## src/rtl/mc_pkg.sv

```systemverilog
// ---------------------------------------------------------------------------
// mc_pkg : shared encodings for the multicycle controller
//          (state enum, opcodes, functs, aluop and ALU control codes).
// Optional: MC_CONTROL_BNE_EN adds the BNEEX state.
// Rev 1.0 : initial release
// ---------------------------------------------------------------------------
`timescale 1ns/1ps
`default_nettype none

package mc_pkg;

  typedef enum logic [3:0] {
    FETCH   = 4'd0,
    DECODE  = 4'd1,
    MEMADR  = 4'd2,
    MEMRD   = 4'd3,
    MEMWB   = 4'd4,
    MEMWR   = 4'd5,
    RTYPEEX = 4'd6,
    RTYPEWB = 4'd7,
    BEQEX   = 4'd8,
    ADDIEX  = 4'd9,
    ADDIWB  = 4'd10,
`ifdef MC_CONTROL_BNE_EN
    JEX     = 4'd11,
    BNEEX   = 4'd12
`else
    JEX     = 4'd11
`endif
  } state_t;

  localparam logic [5:0] OP_RTYPE = 6'b000000;
  localparam logic [5:0] OP_J     = 6'b000010;
  localparam logic [5:0] OP_BEQ   = 6'b000100;
  localparam logic [5:0] OP_BNE   = 6'b000101;
  localparam logic [5:0] OP_ADDI  = 6'b001000;
  localparam logic [5:0] OP_LW    = 6'b100011;
  localparam logic [5:0] OP_SW    = 6'b101011;

  localparam logic [5:0] FUNCT_ADD = 6'b100000;
  localparam logic [5:0] FUNCT_SUB = 6'b100010;
  localparam logic [5:0] FUNCT_AND = 6'b100100;
  localparam logic [5:0] FUNCT_OR  = 6'b100101;
  localparam logic [5:0] FUNCT_SLT = 6'b101010;

  localparam logic [1:0] ALUOP_ADD   = 2'b00;
  localparam logic [1:0] ALUOP_SUB   = 2'b01;
  localparam logic [1:0] ALUOP_FUNCT = 2'b10;

  localparam logic [2:0] ALU_AND = 3'b000;
  localparam logic [2:0] ALU_OR  = 3'b001;
  localparam logic [2:0] ALU_ADD = 3'b010;
  localparam logic [2:0] ALU_SUB = 3'b110;
  localparam logic [2:0] ALU_SLT = 3'b111;

endpackage

`default_nettype wire

```

## src/rtl/mc_control_alu_decoder.sv

```systemverilog
// ---------------------------------------------------------------------------
// alu_decoder : combinational aluop/funct to 3-bit ALU control decode.
// Rev 1.0 : initial release
// ---------------------------------------------------------------------------
`timescale 1ns/1ps
`default_nettype none

module alu_decoder
  import mc_pkg::*;
(
  input  logic [1:0] i_aluop,
  input  logic [5:0] i_funct,
  output logic [2:0] o_alucontrol
);

  always_comb begin
    o_alucontrol = ALU_ADD;
    case (i_aluop)
      ALUOP_SUB: o_alucontrol = ALU_SUB;
      ALUOP_FUNCT: begin
        case (i_funct)
          FUNCT_ADD: o_alucontrol = ALU_ADD;
          FUNCT_SUB: o_alucontrol = ALU_SUB;
          FUNCT_AND: o_alucontrol = ALU_AND;
          FUNCT_OR:  o_alucontrol = ALU_OR;
          FUNCT_SLT: o_alucontrol = ALU_SLT;
          default:   o_alucontrol = ALU_ADD;
        endcase
      end
      default: o_alucontrol = ALU_ADD;
    endcase
  end

endmodule

`default_nettype wire

```

## src/rtl/mc_control.sv

```systemverilog
// ---------------------------------------------------------------------------
// mc_control : Moore-decoded multicycle MIPS controller FSM.
// Optional: MC_CONTROL_BNE_EN adds bne support (state BNEEX).
// Rev 1.0 : initial release
// ---------------------------------------------------------------------------
`timescale 1ns/1ps
`default_nettype none

module mc_control
  import mc_pkg::*;
(
  input  logic       clk,
  input  logic       reset,
  input  logic [5:0] op,
  input  logic [5:0] funct,
  input  logic       zero,
  output logic       pcen,
  output logic       irwrite,
  output logic       memwrite,
  output logic       regwrite,
  output logic       iord,
  output logic       alusrca,
  output logic       regdst,
  output logic       memtoreg,
  output logic [1:0] alusrcb,
  output logic [1:0] pcsrc,
  output logic [2:0] alucontrol
);

  state_t     r_state;
  state_t     w_next;
  logic       w_pcwrite;
  logic       w_branch;
  logic       w_irwrite;
  logic       w_memwrite;
  logic       w_regwrite;
  logic [1:0] w_aluop;
`ifdef MC_CONTROL_BNE_EN
  logic       w_branchne;
`endif

  always_ff @(posedge clk) begin
    if (reset) r_state <= FETCH;
    else       r_state <= w_next;
  end

  always_comb begin
    w_next = FETCH;
    case (r_state)
      FETCH:   w_next = DECODE;
      DECODE: begin
        case (op)
          OP_LW, OP_SW: w_next = MEMADR;
          OP_RTYPE:     w_next = RTYPEEX;
          OP_BEQ:       w_next = BEQEX;
          OP_ADDI:      w_next = ADDIEX;
          OP_J:         w_next = JEX;
`ifdef MC_CONTROL_BNE_EN
          OP_BNE:       w_next = BNEEX;
`endif
          default:      w_next = FETCH;
        endcase
      end
      MEMADR:  w_next = (op == OP_LW) ? MEMRD : MEMWR;
      MEMRD:   w_next = MEMWB;
      RTYPEEX: w_next = RTYPEWB;
      ADDIEX:  w_next = ADDIWB;
      default: w_next = FETCH;
    endcase
  end

  always_comb begin
    w_pcwrite  = 1'b0;
    w_branch   = 1'b0;
    w_irwrite  = 1'b0;
    w_memwrite = 1'b0;
    w_regwrite = 1'b0;
    w_aluop    = ALUOP_ADD;
    iord       = 1'b0;
    alusrca    = 1'b0;
    regdst     = 1'b0;
    memtoreg   = 1'b0;
    alusrcb    = 2'b00;
    pcsrc      = 2'b00;
`ifdef MC_CONTROL_BNE_EN
    w_branchne = 1'b0;
`endif
    case (r_state)
      FETCH: begin
        w_irwrite = 1'b1;
        w_pcwrite = 1'b1;
        alusrcb   = 2'b01;
      end
      DECODE: alusrcb = 2'b11;
      MEMADR, ADDIEX: begin
        alusrca = 1'b1;
        alusrcb = 2'b10;
      end
      MEMRD: iord = 1'b1;
      MEMWB: begin
        memtoreg   = 1'b1;
        w_regwrite = 1'b1;
      end
      MEMWR: begin
        iord       = 1'b1;
        w_memwrite = 1'b1;
      end
      RTYPEEX: begin
        alusrca = 1'b1;
        w_aluop = ALUOP_FUNCT;
      end
      RTYPEWB: begin
        regdst     = 1'b1;
        w_regwrite = 1'b1;
      end
      BEQEX: begin
        alusrca  = 1'b1;
        w_aluop  = ALUOP_SUB;
        pcsrc    = 2'b01;
        w_branch = 1'b1;
      end
`ifdef MC_CONTROL_BNE_EN
      BNEEX: begin
        alusrca    = 1'b1;
        w_aluop    = ALUOP_SUB;
        pcsrc      = 2'b01;
        w_branchne = 1'b1;
      end
`endif
      ADDIWB: w_regwrite = 1'b1;
      JEX: begin
        pcsrc     = 2'b10;
        w_pcwrite = 1'b1;
      end
      default: ;
    endcase
  end

  // Reset gates the architectural write enables within the same cycle.
`ifdef MC_CONTROL_BNE_EN
  assign pcen = ~reset & (w_pcwrite | (w_branch & zero) | (w_branchne & ~zero));
`else
  assign pcen = ~reset & (w_pcwrite | (w_branch & zero));
`endif
  assign irwrite  = ~reset & w_irwrite;
  assign memwrite = ~reset & w_memwrite;
  assign regwrite = ~reset & w_regwrite;

  alu_decoder u_alu_decoder (
    .i_aluop      (w_aluop),
    .i_funct      (funct),
    .o_alucontrol (alucontrol)
  );

endmodule

`default_nettype wire

```

## config.mk

```make
export PLATFORM = sky130hd
export DESIGN_NAME = mc_control
export DESIGN_NICKNAME = d
export VERILOG_FILES = /design/src/rtl/mc_pkg.sv /design/src/rtl/mc_control_alu_decoder.sv /design/src/rtl/mc_control.sv
export SDC_FILE = /design/constraint.sdc
export NUM_CORES = 1
export LEC_CHECK = 0
export CORE_ASPECT_RATIO = 1.2
export CORE_MARGIN = 2
export CORE_UTILIZATION = 25
export CTS_BUF_LIST = sky130_fd_sc_hd__clkbuf_16
export CTS_CLUSTER_DIAMETER = 200
export DETAILED_ROUTE_END_ITERATION = 8
export GPL_TIMING_DRIVEN = 0
export PLACE_DENSITY = 0.57
export SYNTH_ARGS = -nofsm -noshare
export SYNTH_HDL_FRONTEND = slang
export SYNTH_HIERARCHICAL = 1
export SYNTH_SLANG_ARGS = --single-unit
```

## constraint.sdc

```tcl
create_clock -name clk -period 1.9 [get_ports clk]
set_clock_uncertainty 0.05 [all_clocks]
set_input_delay 0.19 -clock clk [delete_from_list [all_inputs] [get_ports clk]]
set_output_delay 0.19 -clock clk [all_outputs]
set_load 0.01 [all_outputs]
```

==> results of run 1 <==
==> Yosys cell counts (3+ instances only) <==
cell      number  share of area
a21oi_1        6          0.056
a31oi_1        3          0.035
clkbuf_1       3          0.021
dfxtp_1        4           0.15
inv_1          6          0.042
nand2_1        6          0.042
nand2b_1       3          0.035
nor2_1        11          0.077
nor3_1         8          0.074
==> report_power, final <==
| part | total (mW) | switching (mW) | internal (mW) |
|---|---|---|---|
| registers | 0.0926 | 0.00725 | 0.0853 |
| clock network | 0.336 | 0.0669 | 0.270 |
| logic | 0.101 | 0.0448 | 0.0565 |
| total | 0.530 | 0.119 | 0.411 |
==> cell families (layout without fill, tap and decap cells) <==
kind of cell / after synthesis / in the layout / share of synthesized area
buffers and inverters: 12 / 50 / 0.0954
DFF: 4 / 4 / 0.149
adders and majority gates: 2 / 2 / 0.0465
and+or+nand+nor: 40 / 40 / 0.421
AOI/OAI and AO/OA: 20 / 20 / 0.240
xor gates and xnor gates: 3 / 3 / 0.0488
==> worst reg2reg max path: stages, from the launching register on <==
cell	delay, ps
dfxtp_4	340
buf_4	140
nand2b_1	160
a21oi_1	160
o21bai_1	110
a2111oi_0	380
==> repair_timing <==
action	CTS	global route
gates cloned	0	0
gates resized for setup	45	17
pin swaps	6	4
endpoints found under the hold margin	0	0
buffers inserted	5	3
endpoints found under the setup margin	14	7
==> per-layer routing <==
metal,global-route usage,share of wire,vias to the layer above
met5,0,0,-
met2,0.280,0.52,27
met4,0.0762,0.027,0
li1,-,-,371
met3,0.00990,0.065,4
met1,0.168,0.39,335
==> final cells by class <==
type	count	area [um^2]	area share
multi-input combinational	65	509	0.462
clock buffer	3	75.1	0.0681
buffer	5	52.6	0.0477
inverter	6	25.0	0.0227
sequential	4	90.1	0.0817
timing repair buffer	36	313	0.284
tap	30	37.5	0.0341
==> path summary, 6_finish.rpt <==
path              start       endpoint  slack, ps  depth (start not counted)
max          r_state[1]  alucontrol[2]        -20                          7
min               op[1]     r_state[2]        360                          4
max reg2reg  r_state[1]     r_state[0]        430                          5
min reg2reg  r_state[0]     r_state[3]        530                          2
==> flow_summary.html, run 1 <==
<table>
<tr><th>Metric</th><th>Value</th></tr>
<tr><th colspan="2">Outcome</th></tr>
<tr><td>Outcome</td><td>finished, violations left</td></tr>
<tr><td>Violated checks</td><td>setup timing</td></tr>
<tr><th colspan="2">Synth</th></tr>
<tr><td>Gate count after technology mapping</td><td>81</td></tr>
<tr><td>Fraction of registers with async set/reset</td><td>0</td></tr>
<tr><td>Number of library cell types mapped by synthesis</td><td>31</td></tr>
<tr><td>Syn Area/Cell</td><td>about 6.6 um^2</td></tr>
<tr><td>Number of enable flip-flop cells after synthesis</td><td>0</td></tr>
<tr><td>Sequential element share of the synthesized area</td><td>0.149</td></tr>
<tr><td>Flop and latch count out of synthesis</td><td>4</td></tr>
<tr><td>Netlist area before placement</td><td>538 um^2</td></tr>
<tr><td>YS warnings</td><td>6</td></tr>
<tr><td>Top flip-flop cell by instance count after synthesis</td><td>dfxtp_1</td></tr>
<tr><td>Synthesized netlist net count</td><td>98</td></tr>
<tr><th colspan="2">Global routing</th></tr>
<tr><td>Overall global routing resource usage</td><td>0.151</td></tr>
<tr><td>Number of global-route vias before repair</td><td>698</td></tr>
<tr><td>Antenna violations before repair</td><td>0</td></tr>
<tr><td>Overflow left after global routing</td><td>0</td></tr>
<tr><td>First-pass GRT wire length</td><td>around 2800 um</td></tr>
<tr><td>Largest net degree at the start of global routing</td><td>11</td></tr>
<tr><th colspan="2">Routing</th></tr>
<tr><td>First drt pass iteration count</td><td>2</td></tr>
<tr><td>Average detailed-routed wire length per instance</td><td>between 10 and 15 um</td></tr>
<tr><td>Average via count per standard cell</td><td>about 4.9</td></tr>
<tr><td>Number of DRC markers after the initial detailed-route iteration</td><td>5</td></tr>
<tr><td>Drt total wl</td><td>between 1500 and 2000 um</td></tr>
<tr><td>Residual DRC count</td><td>0</td></tr>
<tr><td>Number of nets with antenna violations after routing</td><td>0</td></tr>
<tr><td>Via count</td><td>around 740</td></tr>
<tr><th colspan="2">Clock tree</th></tr>
<tr><td>Worst-path clk slew</td><td>about 30 ps</td></tr>
<tr><td>CTS root buf</td><td>clkbuf_16</td></tr>
<tr><td>Clock Sinks</td><td>4</td></tr>
<tr><td>Number of buffers between clock root and the deepest sink</td><td>2</td></tr>
<tr><td>CTS H-tree depth</td><td>1</td></tr>
<tr><td>Hold bufs inserted after CTS</td><td>0</td></tr>
<tr><td>Clock tree from TritonCTS</td><td>built</td></tr>
<tr><td>Clock latency at the later pin of the worst-skew pair</td><td>between 200 and 250 ps</td></tr>
<tr><td>TritonCTS buffer count</td><td>3</td></tr>
<tr><th colspan="2">Pwr</th></tr>
<tr><td>Power density normalized to cell area</td><td>481 nW/um^2</td></tr>
<tr><td>Leakage power figure</td><td>~0.44 nW</td></tr>
<tr><td>Total power consumption of the routed design</td><td>~0.53 mW</td></tr>
<tr><td>Worst-case vdd ir drop</td><td>480 uV</td></tr>
<tr><th colspan="2">Floorplan</th></tr>
<tr><td>Die outline width</td><td>~46 um</td></tr>
<tr><td>Initial core utilization</td><td>0.263</td></tr>
<tr><td>Area inside the core boundary</td><td>a little over 2000 um^2</td></tr>
<tr><td>Floorplan die height</td><td>about 55 um</td></tr>
<tr><td>I/O pin cnt</td><td>30</td></tr>
<tr><td>Die area</td><td>2540 um^2</td></tr>
<tr><td>Row Count</td><td>18</td></tr>
<tr><th colspan="2">STA</th></tr>
<tr><td>Slew headroom</td><td>0.720</td></tr>
<tr><td>Worst Tran Pin Value</td><td>416 ps</td></tr>
<tr><td>Setup repair after global routing missed its margin</td><td>yes</td></tr>
<tr><td>Number of pins exceeding their max-slew limit in the final report</td><td>0</td></tr>
<tr><td>Sum of negative setup slack</td><td>-30.0 ps</td></tr>
<tr><td>Minimum period implied by the final worst setup slack</td><td>~1900 ps</td></tr>
<tr><td>Final Setup Violations</td><td>2</td></tr>
<tr><td>Maximum clock frequency</td><td>520 MHz</td></tr>
<tr><td>Post-route worst hold slack</td><td>between 300 and 400 ps</td></tr>
<tr><td>Tcrit/Tclk final</td><td>1.01</td></tr>
<tr><td>Final hold violation count</td><td>0</td></tr>
<tr><td>Setup slack of the critical path after layout</td><td>-22.0 ps</td></tr>
<tr><th colspan="2">Worst setup path</th></tr>
<tr><td>Largest stage delay on the critical path</td><td>340 ps</td></tr>
<tr><td>Buffering stage count on the worst path with inverters included</td><td>3</td></tr>
<tr><td>Maximum fanout along the worst path</td><td>4</td></tr>
<tr><td>CP Launch Type</td><td>register</td></tr>
<tr><td>Slowest cell on crit path</td><td>dfxtp_4</td></tr>
<tr><td>Required time at the worst-slack endpoint</td><td>about 1700 ps</td></tr>
<tr><td>Family with the most delay on the worst path</td><td>simple AND/OR/NAND/NOR gates</td></tr>
<tr><td>WP data arrival</td><td>between 1500 and 2000 ps</td></tr>
<tr><td>List of cells traversed by the critical path</td><td>buf_8, nor3_4, inv_2, ha_4, nand4bb_4, o22ai_2, buf_2</td></tr>
<tr><td>CP Capture Type</td><td>primary output</td></tr>
<tr><td>Worst Setup Path Type</td><td>reg -&gt; out</td></tr>
<tr><th colspan="2">Placement</th></tr>
<tr><td>Worst slack, placed</td><td>-649 ps</td></tr>
<tr><td>Cell area after placement</td><td>861 um^2</td></tr>
<tr><td>Gp weighted congestion</td><td>about 0.86</td></tr>
<tr><td>IO buf count</td><td>28</td></tr>
<tr><td>Dpl hpwl</td><td>1250 um</td></tr>
<tr><td>Cell count after placement</td><td>around 140</td></tr>
<tr><th colspan="2">Finish</th></tr>
<tr><td>Max reg flops</td><td>4</td></tr>
<tr><td>Most common cell after layout, fill and taps aside</td><td>clkdlybuf4s50_1</td></tr>
<tr><td>Layout cells sized above 1</td><td>0.336</td></tr>
<tr><td>Largest regs</td><td>r_state: 4 flops</td></tr>
<tr><td>Area added between synthesis and finish</td><td>105%</td></tr>
<tr><td>Final net count</td><td>around 140</td></tr>
<tr><td>Largest register by flop count</td><td>r_state</td></tr>
<tr><td>Most used cells in the layout excluding fill and tap cells</td><td>clkdlybuf4s50_1, nor2_1, buf_4, dlygate4sd2_1, nor3_1</td></tr>
<tr><td>Final instance count without filler cells</td><td>around 150</td></tr>
<tr><td>Number of inserted filler cells in the final layout</td><td>slightly below 200</td></tr>
<tr><td>Antenna cell count</td><td>0</td></tr>
<tr><td>Layout Cell Area excl Fill</td><td>approximately 1100 um^2</td></tr>
<tr><td>Final core utilization</td><td>0.538</td></tr>
<tr><th colspan="2">Flow run</th></tr>
<tr><td>Maximum capacitance violations</td><td>0</td></tr>
<tr><th colspan="2">Hold path</th></tr>
<tr><td>Worst hold path class</td><td>in -&gt; reg</td></tr>
</table>
(Power assumes the default switching activity.)
==> run 2, diff against run 1 <==
CORE_MARGIN = default   (was 2)
==> flow_summary.html, run 2 (synthesized netlist as in run 1, its figures left out) <==
<table>
<tr><th>Metric</th><th>Value</th></tr>
<tr><th colspan="2">Global routing</th></tr>
<tr><td>Number of global-route vias before repair</td><td>665</td></tr>
<tr><td>Overall global routing resource usage</td><td>0.151</td></tr>
<tr><td>Antenna violations before repair</td><td>0</td></tr>
<tr><td>Overflow left after global routing</td><td>0</td></tr>
<tr><td>Largest net degree at the start of global routing</td><td>11</td></tr>
<tr><td>First-pass GRT wire length</td><td>around 2700 um</td></tr>
<tr><th colspan="2">Floorplan</th></tr>
<tr><td>Area inside the core boundary</td><td>2050 um^2</td></tr>
<tr><td>Initial core utilization</td><td>0.263</td></tr>
<tr><td>Die area</td><td>about 2300 um^2</td></tr>
<tr><td>Die outline width</td><td>approximately 44 um</td></tr>
<tr><td>Row Count</td><td>18</td></tr>
<tr><td>I/O pin cnt</td><td>30</td></tr>
<tr><td>Floorplan die height</td><td>about 53 um</td></tr>
<tr><th colspan="2">Finish</th></tr>
<tr><td>Largest register by flop count</td><td>r_state</td></tr>
<tr><td>Most common cell after layout, fill and taps aside</td><td>clkdlybuf4s50_1</td></tr>
<tr><td>Final net count</td><td>approximately 140</td></tr>
<tr><td>Number of inserted filler cells in the final layout</td><td>203</td></tr>
<tr><td>Antenna cell count</td><td>0</td></tr>
<tr><td>Area used by sequential logic in the layout</td><td>around 88 um^2</td></tr>
<tr><td>Area added between synthesis and finish</td><td>99.1%</td></tr>
<tr><td>Largest regs</td><td>r_state: 4 flops</td></tr>
<tr><td>Max reg flops</td><td>4</td></tr>
<tr><td>Area occupied by multi-input gates</td><td>approximately 500 um^2</td></tr>
<tr><td>Layout cells sized above 1</td><td>0.319</td></tr>
<tr><td>Most used cells in the layout excluding fill and tap cells</td><td>clkdlybuf4s50_1, nor2_1, buf_4, nor3_1, nand2_1</td></tr>
<tr><td>Final core utilization</td><td>0.523</td></tr>
<tr><th colspan="2">Hold path</th></tr>
<tr><td>Worst hold path class</td><td>in -&gt; reg</td></tr>
<tr><td>Launch instance of the worst min-delay path</td><td>op[1]</td></tr>
<tr><td>Hold path endpoint</td><td>r_state[2]</td></tr>
<tr><td>Hold Path Cell Cnt</td><td>4</td></tr>
<tr><th colspan="2">STA</th></tr>
<tr><td>Post-route worst hold slack</td><td>378 ps</td></tr>
<tr><td>Final hold violation count</td><td>0</td></tr>
<tr><td>Slew headroom</td><td>0.726</td></tr>
<tr><td>Worst Tran Pin Value</td><td>407 ps</td></tr>
<tr><td>Number of pins exceeding their max-slew limit in the final report</td><td>0</td></tr>
<tr><td>Final Setup Violations</td><td>0</td></tr>
<tr><td>Setup repair after global routing missed its margin</td><td>yes</td></tr>
<tr><td>Tcrit/Tclk final</td><td>0.998</td></tr>
<tr><td>Minimum period implied by the final worst setup slack</td><td>roughly 1900 ps</td></tr>
<tr><td>Maximum clock frequency</td><td>roughly 530 MHz</td></tr>
<tr><th colspan="2">Worst setup path</th></tr>
<tr><td>CP Capture Type</td><td>primary output</td></tr>
<tr><td>Maximum fanout along the worst path</td><td>10</td></tr>
<tr><td>List of cells traversed by the critical path</td><td>buf_8, inv_4, nand2_4, nor2_4, ha_4, nand4bb_4, o22ai_1, buf_2</td></tr>
<tr><td>R2r startpoint</td><td>r_state[0]</td></tr>
<tr><td>Setup slack of the most critical reg-to-reg path</td><td>~530 ps</td></tr>
<tr><td>Endpoint of the most critical register-to-register path</td><td>r_state[0]</td></tr>
<tr><td>Worst R2R Path Depth</td><td>4</td></tr>
<tr><td>WP data arrival</td><td>approximately 1700 ps</td></tr>
<tr><td>CP Launch Type</td><td>register</td></tr>
<tr><td>Worst Setup Path Type</td><td>reg -&gt; out</td></tr>
<tr><td>Largest stage delay on the critical path</td><td>330 ps</td></tr>
<tr><td>Slowest cell on crit path</td><td>dfxtp_2</td></tr>
<tr><td>Required time at the worst-slack endpoint</td><td>approximately 1700 ps</td></tr>
<tr><th colspan="2">Clock tree</th></tr>
<tr><td>TritonCTS buffer count</td><td>3</td></tr>
<tr><td>Number of buffers between clock root and the deepest sink</td><td>2</td></tr>
<tr><td>Clock tree from TritonCTS</td><td>built</td></tr>
<tr><td>Clock latency at the later pin of the worst-skew pair</td><td>about 220 ps</td></tr>
<tr><td>Clock Sinks</td><td>4</td></tr>
<tr><td>Hold bufs inserted after CTS</td><td>0</td></tr>
<tr><td>Worst-path clk slew</td><td>roughly 30 ps</td></tr>
<tr><td>CTS root buf</td><td>clkbuf_16</td></tr>
<tr><td>CTS H-tree depth</td><td>1</td></tr>
<tr><th colspan="2">Routing</th></tr>
<tr><td>Number of DRC markers after the initial detailed-route iteration</td><td>7</td></tr>
<tr><td>Average detailed-routed wire length per instance</td><td>around 12 um</td></tr>
<tr><td>First drt pass iteration count</td><td>4</td></tr>
<tr><td>Via count</td><td>about 730</td></tr>
<tr><td>Residual DRC count</td><td>0</td></tr>
<tr><td>Average via count per standard cell</td><td>4.98</td></tr>
<tr><td>Drt total wl</td><td>between 1500 and 2000 um</td></tr>
<tr><td>Number of nets with antenna violations after routing</td><td>0</td></tr>
<tr><th colspan="2">Outcome</th></tr>
<tr><td>Outcome</td><td>completed</td></tr>
<tr><th colspan="2">Placement</th></tr>
<tr><td>IO buf count</td><td>28</td></tr>
<tr><td>Dpl hpwl</td><td>approximately 1200 um</td></tr>
<tr><td>Gp weighted congestion</td><td>between 0.8 and 0.9</td></tr>
<tr><th colspan="2">Flow run</th></tr>
<tr><td>Maximum capacitance violations</td><td>0</td></tr>
<tr><th colspan="2">Pwr</th></tr>
<tr><td>Power density normalized to cell area</td><td>around 490 nW/um^2</td></tr>
<tr><td>Worst-case vdd ir drop</td><td>544 uV</td></tr>
<tr><td>Leakage power figure</td><td>around 0.44 nW</td></tr>
</table>
[run 2: cell type report]
cell class / count / area share
Multi-Input combinational cell: 65 / 0.468
Timing Repair Buffer: 33 / 0.276
Sequential cell: 4 / 0.0818
Clock buffer: 3 / 0.0701
Buffer: 5 / 0.0456
Tap cell: 30 / 0.0350
Inverter: 6 / 0.0234
[run 2: worst max-delay path by stage]
| stage | from | to | slack [ps] |
|---|---|---|---|
| 2_1_floorplan | r_state[3] | alucontrol[2] | 50 |
| 3_3_place_gp | r_state[3] | alucontrol[2] | -620 |
| 3_5_place_dp | r_state[3] | alucontrol[0] | -620 |
| 4_1_cts | r_state[3] | alucontrol[1] | -120 |
| 5_1_grt | r_state[2] | alucontrol[2] | -80 |
| 6_report | r_state[3] | alucontrol[2] | 4 |
[run 2: worst max-delay path, delay by kind of cell, from the launching register on]
kind | cells | cell delay, ps
flops | 1 | 330
fa+ha+maj | 1 | 230
simple gates | 3 | 400
buf+inv | 3 | 360
compound gates | 1 | 110
[run 2: routing by layer]
metal  up-vias  share of wire  global-route usage
met5         -              0                   0
met4         0              0              0.0354
met3         0          0.045              0.0138
met2        23           0.54               0.301
met1       335           0.42               0.166
li1        369              -                   -
[run 2: power breakdown]
part           total (mW)  switching [mW]  leakage [nW]  internal, mW
clock network       0.323          0.0544        0.0370         0.268
logic               0.103          0.0459         0.370        0.0574
registers          0.0949         0.00725        0.0346        0.0877
total               0.521           0.108         0.441         0.413
[run 2: what timing repair did]
item,CTS,global route
resized for setup,37,20
pin swaps,4,4
buffers inserted,3,2
setup endpoints to repair,14,9
[run 2: per-stage QoR]
| stage | cells | setup WS, ps | total power [mW] | TNS, ps | instance area, um^2 |
|---|---|---|---|---|---|
| 2_1_floorplan | 81 | 48.9 | 0.135 | 0 | 543 |
| 3_3_place_gp | 139 | -615 | 0.192 | -1990 | 861 |
| 3_5_place_dp | 139 | -620 | 0.194 | -2030 | 861 |
| 4_1_cts | 144 | -115 | 0.520 | -176 | 1010 |
| 5_1_grt | 146 | -76.8 | 0.547 | -206 | 1070 |
| 6_report | 146 | 3.76 | 0.521 | 0 | 1070 |
